File: src/rtl/rapcores_wb_pkg.sv
// Shared Wishbone host definitions for the rapcores bus masters.
package rapcores_wb_pkg;

  localparam int unsigned WB_DATA_W = 32;
  localparam int unsigned WB_SEL_W  = 4;

  // Data returned alongside an error response.
  localparam logic [WB_DATA_W-1:0] WB_ERR_DATA = 32'h0;

  typedef enum logic [1:0] {
    WB_IDLE = 2'd0,
    WB_BUS  = 2'd1,
    WB_RESP = 2'd2
  } wb_state_e;

  // Response payload as presented on the response channel.
  typedef struct packed {
    logic                 err;
    logic [WB_DATA_W-1:0] dat;
  } wb_rsp_t;

endpackage

File: src/rtl/wb_timeout_ctr.sv
// Saturating cycle counter with a registered flag marking count == LIMIT-1.
module wb_timeout_ctr #(
  parameter int unsigned LIMIT = 255,
  parameter int unsigned W     = $clog2(LIMIT + 1)
) (
  input  logic clk,
  input  logic rst_n,
  input  logic clr,
  input  logic en,
  output logic hit
);

  localparam logic [W-1:0] LAST = W'(LIMIT - 1);
  localparam logic [W-1:0] SAT  = {W{1'b1}};

  logic [W-1:0] count_q;
  logic [W-1:0] count_d;

  // Next count: clear wins, otherwise increment until saturated.
  always_comb begin
    count_d = count_q;
    if (clr) begin
      count_d = '0;
    end else if (en && (count_q != SAT)) begin
      count_d = count_q + W'(1);
    end
  end

  // Count register; hit tracks the next count so it lines up with count_q.
  always_ff @(posedge clk or negedge rst_n) begin
    if (!rst_n) begin
      count_q <= '0;
      hit     <= (LAST == '0);
    end else begin
      count_q <= count_d;
      hit     <= (count_d == LAST);
    end
  end

endmodule

File: src/rtl/wb_host_master.sv
// Wishbone classic single-transfer master with valid/ready command and response channels.
module wb_host_master
  import rapcores_wb_pkg::*;
#(
  parameter int unsigned ADDR_W  = 32,
  parameter int unsigned DATA_W  = 32,
  parameter int unsigned TIMEOUT = 255
) (
  input  logic                wb_clk_i,
  input  logic                wb_rst_ni,

  input  logic                cmd_valid_i,
  output logic                cmd_ready_o,
  input  logic                cmd_we_i,
  input  logic [ADDR_W-1:0]   cmd_adr_i,
  input  logic [DATA_W-1:0]   cmd_dat_i,
  input  logic [DATA_W/8-1:0] cmd_sel_i,

  output logic                rsp_valid_o,
  input  logic                rsp_ready_i,
  output logic [DATA_W-1:0]   rsp_dat_o,
  output logic                rsp_err_o,

  output logic                wbm_cyc_o,
  output logic                wbm_stb_o,
  output logic                wbm_we_o,
  output logic [DATA_W/8-1:0] wbm_sel_o,
  output logic [ADDR_W-1:0]   wbm_adr_o,
  output logic [DATA_W-1:0]   wbm_dat_o,
  input  logic                wbm_ack_i,
  input  logic [DATA_W-1:0]   wbm_dat_i
);

  localparam int unsigned SEL_W = DATA_W / 8;
  localparam int unsigned CTR_W = $clog2(TIMEOUT + 1);

  wb_state_e         state_q, state_d;
  wb_rsp_t           rsp_q, rsp_d;
  logic              cmd_ready_d;
  logic              rsp_valid_d;
  logic              cyc_d, stb_d, we_d;
  logic [SEL_W-1:0]  sel_d;
  logic [ADDR_W-1:0] adr_d;
  logic [DATA_W-1:0] dat_d;
  logic              ctr_clr, ctr_en, ctr_hit;

  assign rsp_dat_o = rsp_q.dat;
  assign rsp_err_o = rsp_q.err;

  // Bounds how long a transfer may wait for the slave's ack.
  wb_timeout_ctr #(
    .LIMIT (TIMEOUT),
    .W     (CTR_W)
  ) u_timeout_ctr (
    .clk   (wb_clk_i),
    .rst_n (wb_rst_ni),
    .clr   (ctr_clr),
    .en    (ctr_en),
    .hit   (ctr_hit)
  );

  // Next state and next values of every registered output.
  always_comb begin
    state_d     = state_q;
    rsp_d       = rsp_q;
    cmd_ready_d = cmd_ready_o;
    rsp_valid_d = rsp_valid_o;
    cyc_d       = wbm_cyc_o;
    stb_d       = wbm_stb_o;
    we_d        = wbm_we_o;
    sel_d       = wbm_sel_o;
    adr_d       = wbm_adr_o;
    dat_d       = wbm_dat_o;
    ctr_clr     = 1'b0;
    ctr_en      = 1'b0;

    case (state_q)
      WB_IDLE: begin
        if (cmd_valid_i && cmd_ready_o) begin
          we_d        = cmd_we_i;
          adr_d       = cmd_adr_i;
          dat_d       = cmd_dat_i;
          sel_d       = cmd_sel_i;
          cyc_d       = 1'b1;
          stb_d       = 1'b1;
          cmd_ready_d = 1'b0;
          ctr_clr     = 1'b1;
          state_d     = WB_BUS;
        end
      end

      WB_BUS: begin
        ctr_en = !wbm_ack_i;
        if (wbm_ack_i) begin
          cyc_d       = 1'b0;
          stb_d       = 1'b0;
          rsp_d.err   = 1'b0;
          rsp_d.dat   = wbm_we_o ? DATA_W'(0) : wbm_dat_i;
          rsp_valid_d = 1'b1;
          state_d     = WB_RESP;
        end else if (ctr_hit) begin
          cyc_d       = 1'b0;
          stb_d       = 1'b0;
          rsp_d.err   = 1'b1;
          rsp_d.dat   = WB_ERR_DATA;
          rsp_valid_d = 1'b1;
          state_d     = WB_RESP;
        end
      end

      WB_RESP: begin
        if (rsp_ready_i) begin
          rsp_valid_d = 1'b0;
          cmd_ready_d = 1'b1;
          state_d     = WB_IDLE;
        end
      end

      default: begin
        state_d     = WB_IDLE;
        cyc_d       = 1'b0;
        stb_d       = 1'b0;
        rsp_valid_d = 1'b0;
        cmd_ready_d = 1'b1;
      end
    endcase
  end

  // State and output registers; reset drops the bus cycle immediately.
  always_ff @(posedge wb_clk_i or negedge wb_rst_ni) begin
    if (!wb_rst_ni) begin
      state_q     <= WB_IDLE;
      rsp_q       <= '0;
      cmd_ready_o <= 1'b1;
      rsp_valid_o <= 1'b0;
      wbm_cyc_o   <= 1'b0;
      wbm_stb_o   <= 1'b0;
      wbm_we_o    <= 1'b0;
      wbm_sel_o   <= '0;
      wbm_adr_o   <= '0;
      wbm_dat_o   <= '0;
    end else begin
      state_q     <= state_d;
      rsp_q       <= rsp_d;
      cmd_ready_o <= cmd_ready_d;
      rsp_valid_o <= rsp_valid_d;
      wbm_cyc_o   <= cyc_d;
      wbm_stb_o   <= stb_d;
      wbm_we_o    <= we_d;
      wbm_sel_o   <= sel_d;
      wbm_adr_o   <= adr_d;
      wbm_dat_o   <= dat_d;
    end
  end

endmodule

File: config.mk
export PLATFORM = sky130hd
export DESIGN_NAME = wb_host_master
export DESIGN_NICKNAME = d
export VERILOG_FILES = /design/src/rtl/rapcores_wb_pkg.sv /design/src/rtl/wb_timeout_ctr.sv /design/src/rtl/wb_host_master.sv
export SDC_FILE = /design/constraint.sdc
export NUM_CORES = 1
export LEC_CHECK = 0
export ABC_AREA = 1
export BUFFER_PORTS_ARGS = -buffer_cell sky130_fd_sc_hd__buf_2
export CAP_MARGIN = 10
export CORE_ASPECT_RATIO = 0.9
export CORE_MARGIN = 4
export CORE_UTILIZATION = 45
export DETAILED_ROUTE_END_ITERATION = 7
export GPL_TIMING_DRIVEN = 0
export HOLD_SLACK_MARGIN = 0.12
export MAX_ROUTING_LAYER = met4
export PLACE_DENSITY = 0.77
export SETUP_SLACK_MARGIN = 0.3
export SLEW_MARGIN = 20
export SYNTH_ARGS = -nofsm -noshare
export SYNTH_HDL_FRONTEND = slang
export SYNTH_SLANG_ARGS = --single-unit
File: constraint.sdc
create_clock -name wb_clk_i -period 3.7 [get_ports wb_clk_i]
set_input_delay 0.74 -clock wb_clk_i [delete_from_list [all_inputs] [get_ports wb_clk_i]]
set_output_delay 0.74 -clock wb_clk_i [all_outputs]
set_load 0.02 [all_outputs]
==> results.txt, run 1 <==
post-synthesis cell type count = 26
Inserted Clock Buffers = 17
largest net degree at the start of global routing = 60
internal power = 3.944 mW
# resized after CTS = 0
Die Width = 115.3 um
Die Y = 104.6 um
post-synthesis async set-or-reset flop share = 1.000
required time worst endpoint = 2.96 ns
Via density = 4.871
Post-synth EDFFs = 0
Clock Path Buffers = 2
number of global-route vias before repair = 3935
Slew @ Worst Pin = 0.5560 ns
TNS Setup = 0 ns
peak supply drop = 0.6199 mV
Switching Share = 0.3698
Netlist Area Pre-Place = 4667 um2
CP delay by family, top = flip-flops
Crit. End Element = output pin
share of power burned in registers = 0.350
CP Class = flip-flop to output pin
fin crit period = 1.885 ns
final hold vios = 0
skew final = 0.007614 ns
worst min-delay path class = input pin to asynchronous set/reset pin
CTS tree = built
PortBufs = 211
Yosys warnings = 0
Core ar. = 9912 um2
H-Tree Depth = 4
Worst slew margin = 0.6293
Clock Latency Late Sink = 0.40 ns
fin crit share = 0.5094
Finished Layout Cells = 767
first-pass GRT wire length = 19.00 mm
max-slew violation count = 0
status = complete, no violations
Total Power = 6.259 mW
Power Dens Cells = 961.5 nW/um2
GR Overflow Total = 0
root buf cell = clkbuf_16
Logic pwr share = 0.387
initial core utilization = 0.4708
initial antenna violation count = 0
detailed-route DRC error count = 0
Slowest-stage cell, CP = dfstp_2
Max Clock Freq = 530.6 MHz
Critical Path, Cell by Cell = buf_2
Avg Inst Size Synth = 11.73 um2
Max FO, Critical Path = 4
wire per inst = 15.70 um
WL final = 12.04 mm
ant diodes = 0
clock power share = 0.263
Worst Setup Start Kind = flip-flop
Initial DRC Count = 220
Filler cells = 765
clock slew at reported path FFs = 0.06 ns
sequential cell area fraction in the yosys report = 0.6223
Largest stage delay, worst path = 0.56 ns
Critical Path AT = 1.14 ns
first-pass detailed-route iteration total = 4
Placer Congestion = 0.8504
Final setup viols = 0
post-CTS setup buffers = 0
HPWL Detailed = 9.200 mm
IO Pins = 212
NetSw = 2.315 mW
Vias = 3736
Sink Count = 116
share of layout cells above drive strength 1 = 0.5226
antenna viol nets, final = 0
area grow syn2layout = 39.49%
Row Count = 34
Mapped Nets = 505
Placed Cells = 736
Buf+Inv Stages, Crit Path = 1
Net count, final = 736
Die ar. = 12070 um2
max_cap viols = 0
hold-fix buffers at CTS = 0
P_leak = 3.589 nW
Post-Synthesis Cells = 398
RSZ-0062 raised after global routing = no
post-synthesis register bit count = 116
GRT Overall Usage = 0.2068
Synth Flop Type = dfrtp_1
[path summary, 6_finish.rpt]
| path | end | startpoint | cells after the start | slack [ns] |
|---|---|---|---|---|
| setup / recovery | cmd_ready_o | cmd_ready_o | 1 | 1.82 |
| hold / removal | wbm_dat_o[22] | wb_rst_ni | 1 | 0.30 |
| setup reg to reg | u_timeout_ctr.hit | u_timeout_ctr.count_q[0] | 11 | 1.98 |
| hold reg to reg | rsp_dat_o[10] | rsp_dat_o[10] | 2 | 0.47 |
| max in group asynchronous | cmd_ready_o | wb_rst_ni | 2 | 2.67 |
| min in group wb_clk_i | rsp_dat_o[10] | rsp_dat_o[10] | 2 | 0.47 |
[cells by family after synthesis]
logic type               synth area share
multiplexers                       0.1721
AND/OR/NAND/NOR                    0.1593
AO/OA/AOI/OAI                    0.005899
adder cells (fa/ha/maj)          0.002681
flip-flops                         0.6223
buffers and inverters             0.03780
[power by group through the flow]
stage | Clock, mW | Sequential (mW) | Combinational [mW]
floorplan | 0 | 2.88 | 0.835
global placement | 0 | 2.17 | 2.37
detailed placement | 0 | 2.21 | 2.45
CTS | 1.67 | 2.20 | 2.46
global route | 1.73 | 2.27 | 2.60
finish | 1.65 | 2.19 | 2.42
[cell type report]
class | count | area (um2) | share of cell area
flip-flops and latches | 116 | 2904 | 0.4461
inverters | 22 | 82.58 | 0.01268
plain buffers | 18 | 93.84 | 0.01441
repair buffers | 212 | 1090 | 0.1674
clock inverters | 12 | 162.7 | 0.02499
well taps | 126 | 157.7 | 0.02422
clock buffers | 19 | 432.9 | 0.06650
multi-input cells | 242 | 1587 | 0.2437
[layout by cell type, fill, tap and decap left out, types with 2 or more instances in the layout]
| master | count |
|---|---|
| clkbuf_16 | 17 |
| inv_2 | 2 |
| clkbuf_1 | 8 |
| nor2_2 | 3 |
| inv_1 | 20 |
| buf_6 | 2 |
| dfrtp_1 | 115 |
| nand2_2 | 2 |
| bufinv_16 | 4 |
| nor2_1 | 12 |
| nand3_2 | 2 |
| a21oi_1 | 2 |
| nand3_1 | 49 |
| mux2_2 | 62 |
| mux2_4 | 7 |
| o21ai_0 | 2 |
| nand4_1 | 3 |
| clkinv_2 | 7 |
| nand2_1 | 91 |
| buf_4 | 2 |
| buf_2 | 219 |
[per-stage QoR]
| step | setup WS [ns] | util | hold slack (ns) | cell area (um2) |
|---|---|---|---|---|
| after detailed placement | 1.775 | 0.5967 | 0.4630 | 5914 |
| final | 1.815 | 0.6568 | 0.2960 | 6510 |
| after global routing | 1.769 | 0.6568 | 0.3416 | 6510 |
| after CTS | 1.791 | 0.6568 | 0.3305 | 6510 |
| after floorplan | 2.131 | - | 0.4444 | 4667 |
| after global placement | 0.5960 | 0.5933 | 0.4567 | 5881 |
[per-layer routing]
metal,track usage,vias up,part of all wire
met1,0.2258,1782,0.37
met4,0.09388,0,0.027
met2,0.3537,148,0.53
met5,-,-,0
li1,-,1780,-
met3,0.05029,26,0.074
[state kept, by name, indices dropped and copies added (netlist names)]
signal	count
state_q	2
cmd_ready_o	1
wbm_sel_o	4
rsp_err_o	1
wbm_stb_o	1
wbm_dat_o	32
wbm_we_o	1
rsp_dat_o	32
rsp_valid_o	1
wbm_adr_o	32
u_timeout_ctr.hit	1
u_timeout_ctr.count_q	8
[cell usage after synthesis, drive strengths merged (2+ instances only)]
cell type / number / area [um2]
dfrtp: 115 / 2878
clkbuf: 6 / 22.52
nor2: 16 / 75.07
o21ai: 2 / 10.01
buf: 12 / 71.31
inv: 22 / 82.58
nand4: 3 / 18.77
mux2: 69 / 803.3
a21oi: 2 / 10.01
nand2: 94 / 365.3
nand3: 51 / 265.3
No activity file was read; power rests on OpenSTA's default activity.
==> run 2, diff against run 1 <==
- clock period: 3.7 -> 1.85 ns (I/O delays scaled with it)
==> run 2 against run 1 <==
  * Clock skew about the same
  * Power up 100%
  * Register-to-register slack worse by 1.6 ns
  * Via count up 0.88%
  * Clock power up 100%
  * Critical path type unchanged
  * Critical endpoint unchanged
  * Largest power group unchanged
==> results.txt, run 2 (same netlist as run 1, synthesis figures left out) <==
post-route cell area = 6630 um2 (+1.8%)
Worst slew margin = 0.6289 (about the same)
Die Width = 115.3 um (unchanged)
PortBufs = 211 (unchanged)
TNS Setup = 0 ns (unchanged)
Die Y = 104.6 um (unchanged)
skew final = 0.007315 ns (-0.0002995 ns)
Critical Path, Cell by Cell = buf_4
initial core utilization = 0.4708 (unchanged)
max-slew violation count = 0 (unchanged)
Crit. End Element = output pin
worst min-delay path class = input pin to flip-flop
root buf cell = clkbuf_16
P_leak = 3.633 nW (+1.2%)
first-pass detailed-route iteration total = 4 (unchanged)
Max FO, Critical Path = 4 (unchanged)
Power Dens Cells = 1909 nW/um2 (+99%)
share of layout cells above drive strength 1 = 0.5463 (+0.02368)
Die ar. = 12070 um2 (unchanged)
Vias = 3769 (+0.88%)
Slowest-stage cell, CP = dfstp_2
post-layout util = 0.6689 (+0.01212)
number of global-route vias before repair = 3948 (+0.33%)
required time worst endpoint = 1.48 ns (-1.48 ns)
H-Tree Depth = 4 (unchanged)
antenna viol nets, final = 0 (unchanged)
Finished Layout Cells = 774 (+0.91%)
WL final = 12.22 mm (+1.5%)
fin crit period = 1.506 ns
GR Overflow Total = 0 (unchanged)
Via density = 4.870 (about the same)
Clock Path Buffers = 2 (unchanged)
CTS tree = built
Hold Crit Start = wbm_dat_i[20]
Worst Setup Start Kind = flip-flop
initial antenna violation count = 0 (unchanged)
fin crit share = 0.8140
area grow syn2layout = 42.06%
Largest stage delay, worst path = 0.58 ns (+0.02 ns)
largest net degree at the start of global routing = 60 (unchanged)
Inserted Clock Buffers = 17 (unchanged)
Placed Cells = 736 (unchanged)
Critical Path AT = 1.14 ns (about the same)
status = complete, no violations
RSZ-0062 raised after global routing = yes
most frequent cells in the layout = buf_2, dfrtp_1, nand2_1, mux2_2, nand3_1
dpl cell area = 5914 um2 (unchanged)
Row Count = 34 (unchanged)
Net count, final = 743 (+0.95%)
max_cap viols = 0 (unchanged)
CP delay by family, top = flip-flops
Initial DRC Count = 210 (-4.5%)
Critical R2R Launch = state_q[1]
Buf+Inv Stages, Crit Path = 1 (unchanged)
Max Clock Freq = 664.1 MHz
Core ar. = 9912 um2 (unchanged)
Sink Count = 116 (unchanged)
Slew @ Worst Pin = 0.5566 ns (+0.0006024 ns)
Clock Latency Late Sink = 0.39 ns (about the same)
HPWL Detailed = 9.200 mm (unchanged)
final hold vios = 0 (unchanged)
Final setup viols = 0 (unchanged)
worst setup margin = 0.3441 ns (-1.471 ns)
clock slew at reported path FFs = 0.05 ns (about the same)
wire per inst = 15.79 um (+0.58%)
IO Pins = 212 (unchanged)
Placer Congestion = 0.8504 (unchanged)
detailed-route DRC error count = 0 (unchanged)
commonest non-fill, non-tap cell in the layout = buf_2
Placement Setup Slack = 0.2032 ns (-1.572 ns)
FF-to-FF setup slack = 0.38 ns (-1.60 ns)
ant diodes = 0 (unchanged)
CP Class = flip-flop to output pin
peak supply drop = 1.236 mV (+99%)
critical path startpoint = cmd_ready_o
first-pass GRT wire length = 19.18 mm (+0.95%)
GRT Overall Usage = 0.2086 (+0.001756)
==> run 2: timing repair <==
item	CTS	global route
hold buffers	1	0
cloned	0	1
pin swaps	0	4
hold endpoints to repair	58	0
setup endpoints to repair	11	39
buffers inserted	1	4
gates resized for setup	4	23
==> run 2: per-layer routing <==
metal	GRT usage	vias up	wire length, um
li1	-	1794	-
met5	-	-	0
met3	0.05029	28	844
met4	0.09053	0	335
met1	0.2269	1800	4605
met2	0.3599	147	6433
==> run 2: stage by stage <==
step                total power [mW]  hold slack [ns]
floorplan                      7.438          0.07441
global placement               9.070           0.4567
detailed placement             9.312           0.3808
CTS                            12.69           0.1842
global route                   13.35           0.1869
finish                         12.65           0.1954
==> run 2: cell type report <==
type | count | area [um2]
buffer | 18 | 102.6
clock buffer | 19 | 432.9
clock inverter | 12 | 162.7
fill | 761 | 3282
inverter | 22 | 82.58
multi-input combinational | 243 | 1645
sequential | 116 | 2907
tap | 126 | 157.7
timing repair buffer | 218 | 1140
==> run 2: final timing paths <==
| check | depth (start not counted) | endpoint |
|---|---|---|
| worst max-delay path | 1 | cmd_ready_o |
| worst min-delay path | 3 | rsp_dat_o[20] |
| worst max register to register | 5 | wbm_dat_o[30] |
| worst min register to register | 2 | rsp_dat_o[10] |
| max in group asynchronous | 3 | cmd_ready_o |
| min in group asynchronous | 2 | wbm_dat_o[22] |
==> run 2: where the power goes <==
| part | internal (mW) | total (mW) | switching [mW] |
|---|---|---|---|
| clock | 2.22 | 3.30 | 1.07 |
| combinational | 2.00 | 4.95 | 2.96 |
| sequential | 3.74 | 4.40 | 0.660 |
==> run 3, diff against run 2 <==
- clock period: 1.85 -> 1.5 ns (I/O delays scaled with it)
==> run 3 against run 2 <==
  * The run now ends with negative setup slack left
  * Largest cell class is now buffers
  * Setup slack lost 0.45 ns
  * Largest power group unchanged
  * Highest routed layer unchanged
  * Routed wire length grew 87%
  * Via count grew 34%
  * Clock power grew 33%
  * Non-clock buffer count grew 92
  * Sequential share of layout area shrank 12 points
  * Global-route usage grew 6.1 points
  * Clock skew grew 0.00051 ns
==> results.txt, run 3 (same netlist as run 1, synthesis figures left out) <==
Initial DRC Count = 389 (+85%)
fin crit share = 1.069
first-pass GRT wire length = 24.41 mm (+27%)
first-pass detailed-route iteration total = 5 (+1)
worst setup margin = -0.1033 ns (-0.4474 ns)
max-slew violation count = 0 (unchanged)
status = complete, but fails checks
detailed-route DRC error count = 0 (unchanged)
Sink Count = 116 (unchanged)
Worst slew margin = 0.7247 (+0.09576)
RSZ-0062 raised after global routing = yes
Vias = 5053 (+34%)
WL final = 22.88 mm (+87%)
Core ar. = 9912 um2 (unchanged)
worst hold slack = 0.1257 ns (-0.06976 ns)
number of global-route vias before repair = 4848 (+23%)
highest routed layer = met4
DR WL met2 = 11.51 mm (+79%)
final hold vios = 0 (unchanged)
Critical Path AT = 1.94 ns (+0.80 ns)
Via density = 5.801 (+19%)
Max FO, Critical Path = 5 (+1)
met3 wire len = 2.003 mm (+140%)
post-layout util = 0.9082 (+0.2393)
IO Pins = 212 (unchanged)
Max Clock Freq = 623.7 MHz
Row Count = 34 (unchanged)
skew final = 0.007828 ns (+0.0005135 ns)
GR Overflow Total = 0 (unchanged)
GRT Overall Usage = 0.2697 (+0.06112)
CP Class = flip-flop to flip-flop
fin crit period = 1.603 ns
FF-to-FF setup slack = -0.10 ns (-0.48 ns)
largest net degree at the start of global routing = 70 (+17%)
Crit. End Element = flip-flop
peak supply drop = 1.779 mV (+44%)
max_cap viols = 0 (unchanged)
Power Dens Cells = 2441 nW/um2 (+28%)
Placer Congestion = 0.8736 (+2.7%)
met1 WL = 7.494 mm (+63%)
CTS tree = built
Clock Path Buffers = 2 (unchanged)
Die Width = 115.3 um (unchanged)
H-Tree Depth = 4 (unchanged)
failing checks = negative setup slack
HPWL Detailed = 8.898 mm (-3.3%)
Die ar. = 12070 um2 (unchanged)
initial core utilization = 0.4708 (unchanged)
clock slew at reported path FFs = 0.05 ns (about the same)
Net count, final = 836 (+13%)
Worst Setup Start Kind = flip-flop
worst min-delay path class = input pin to flip-flop
most frequent cells in the layout = buf_6, dfrtp_1, buf_2, buf_4, mux2_4
Clock Latency Late Sink = 0.41 ns (+0.02 ns)
area grow syn2layout = 92.90%
wire per inst = 26.27 um (+66%)
Final setup viols = 58 (+58)
initial antenna violation count = 3 (+3)
PortBufs = 211 (unchanged)
share of layout cells above drive strength 1 = 0.7251 (+0.1788)
antenna viol nets, final = 0 (unchanged)
root buf cell = clkbuf_16
Slew @ Worst Pin = 0.4130 ns (-0.1436 ns)
required time worst endpoint = 1.83 ns (+0.35 ns)
Die Y = 104.6 um (unchanged)
commonest non-fill, non-tap cell in the layout = buf_6
Inserted Clock Buffers = 17 (unchanged)
P_leak = 4.699 nW (+29%)
==> run 3: changes by cell type in the layout (fill, tap and decap cells not counted), moves of 6 or more <==
| cell | previous run | this run |
|---|---|---|
| buf_4 | 7 | 69 |
| nand2_4 | 1 | 20 |
| nand2_1 | 89 | 33 |
| buf_12 | 0 | 6 |
| buf_8 | 0 | 11 |
| nand2_2 | 5 | 42 |
| nand3_1 | 49 | 20 |
| mux2_4 | 7 | 54 |
| nand3_2 | 1 | 25 |
| buf_2 | 218 | 105 |
| dlygate4sd3_1 | 1 | 10 |
| mux2_2 | 62 | 15 |
| buf_6 | 3 | 120 |
==> run 3: worst paths after layout <==
kind	start	depth (start not counted)	to
max	u_timeout_ctr.count_q[1]	9	u_timeout_ctr.hit
min reg2reg	wbm_dat_o[7]	1	wbm_dat_o[7]
min	cmd_dat_i[9]	2	wbm_dat_o[9]
max reg2reg	u_timeout_ctr.count_q[1]	9	u_timeout_ctr.hit
max in group asynchronous	wb_rst_ni	3	wbm_adr_o[12]
min in group asynchronous	wb_rst_ni	2	rsp_dat_o[3]
==> run 3: critical path, stage by stage, from the launching register on <==
cell,delay [ns]
dfrtp_1,0.42
ha_4,0.19
nand2_4,0.06
nor2_4,0.15
nand2_4,0.10
nand3_1,0.17
nand3_4,0.10
nor2_1,0.13
nand2_1,0.08
nor2_2,0.12
==> run 3: area by class of cell <==
cell class	count	area, um2
fillers	320	909.6
multi-input cells	243	2281
inverters	22	92.59
diodes	3	7.507
repair inverters	1	7.507
repair buffers	310	2671
clock buffers	23	478.0
flip-flops and latches	116	2908
clock inverters	9	150.1
well taps	126	157.7
plain buffers	18	249.0
==> run 3: per-layer routing <==
| layer | vias to the layer above | track usage |
|---|---|---|
| met5 | - | - |
| met4 | 0 | 0.1257 |
| met3 | 176 | 0.05723 |
| met2 | 417 | 0.4814 |
| met1 | 2468 | 0.2799 |
| li1 | 1992 | - |
==> run 3: report_power, final <==
part / switching, mW / internal, mW / leakage, nW
sequential: 1.50 / 4.63 / 1.44
combinational: 5.30 / 6.15 / 2.95
clock: 1.49 / 2.91 / 0.303
total: 8.29 / 13.7 / 4.70
==> run 3: repair_timing <==
| item | 4_1_cts | 5_1_grt |
|---|---|---|
| setup buffers | 45 | 33 |
| hold endpoints to repair | 76 | 0 |
| gates resized for setup | 313 | 158 |
| gates cloned | 8 | 4 |
| pin swaps | 37 | 40 |
| endpoints found under the setup margin | 219 | 268 |
| hold buffers | 10 | 0 |
==> run 3: stage by stage <==
step | cells | TNS (ns) | power [mW] | cell area [um2] | setup WS, ns
after CTS | 831 | 0 | 18.97 | 8124 | 0.05319
after global routing | 871 | -2.049 | 22.64 | 9002 | -0.1795
after floorplan | 398 | 0 | 9.218 | 4703 | 0.08966
after global placement | 735 | -136.87 | 11.23 | 5917 | -1.191
final | 871 | -1.299 | 21.98 | 9002 | -0.1033
after detailed placement | 736 | -0.1032 | 11.47 | 5951 | -0.01813
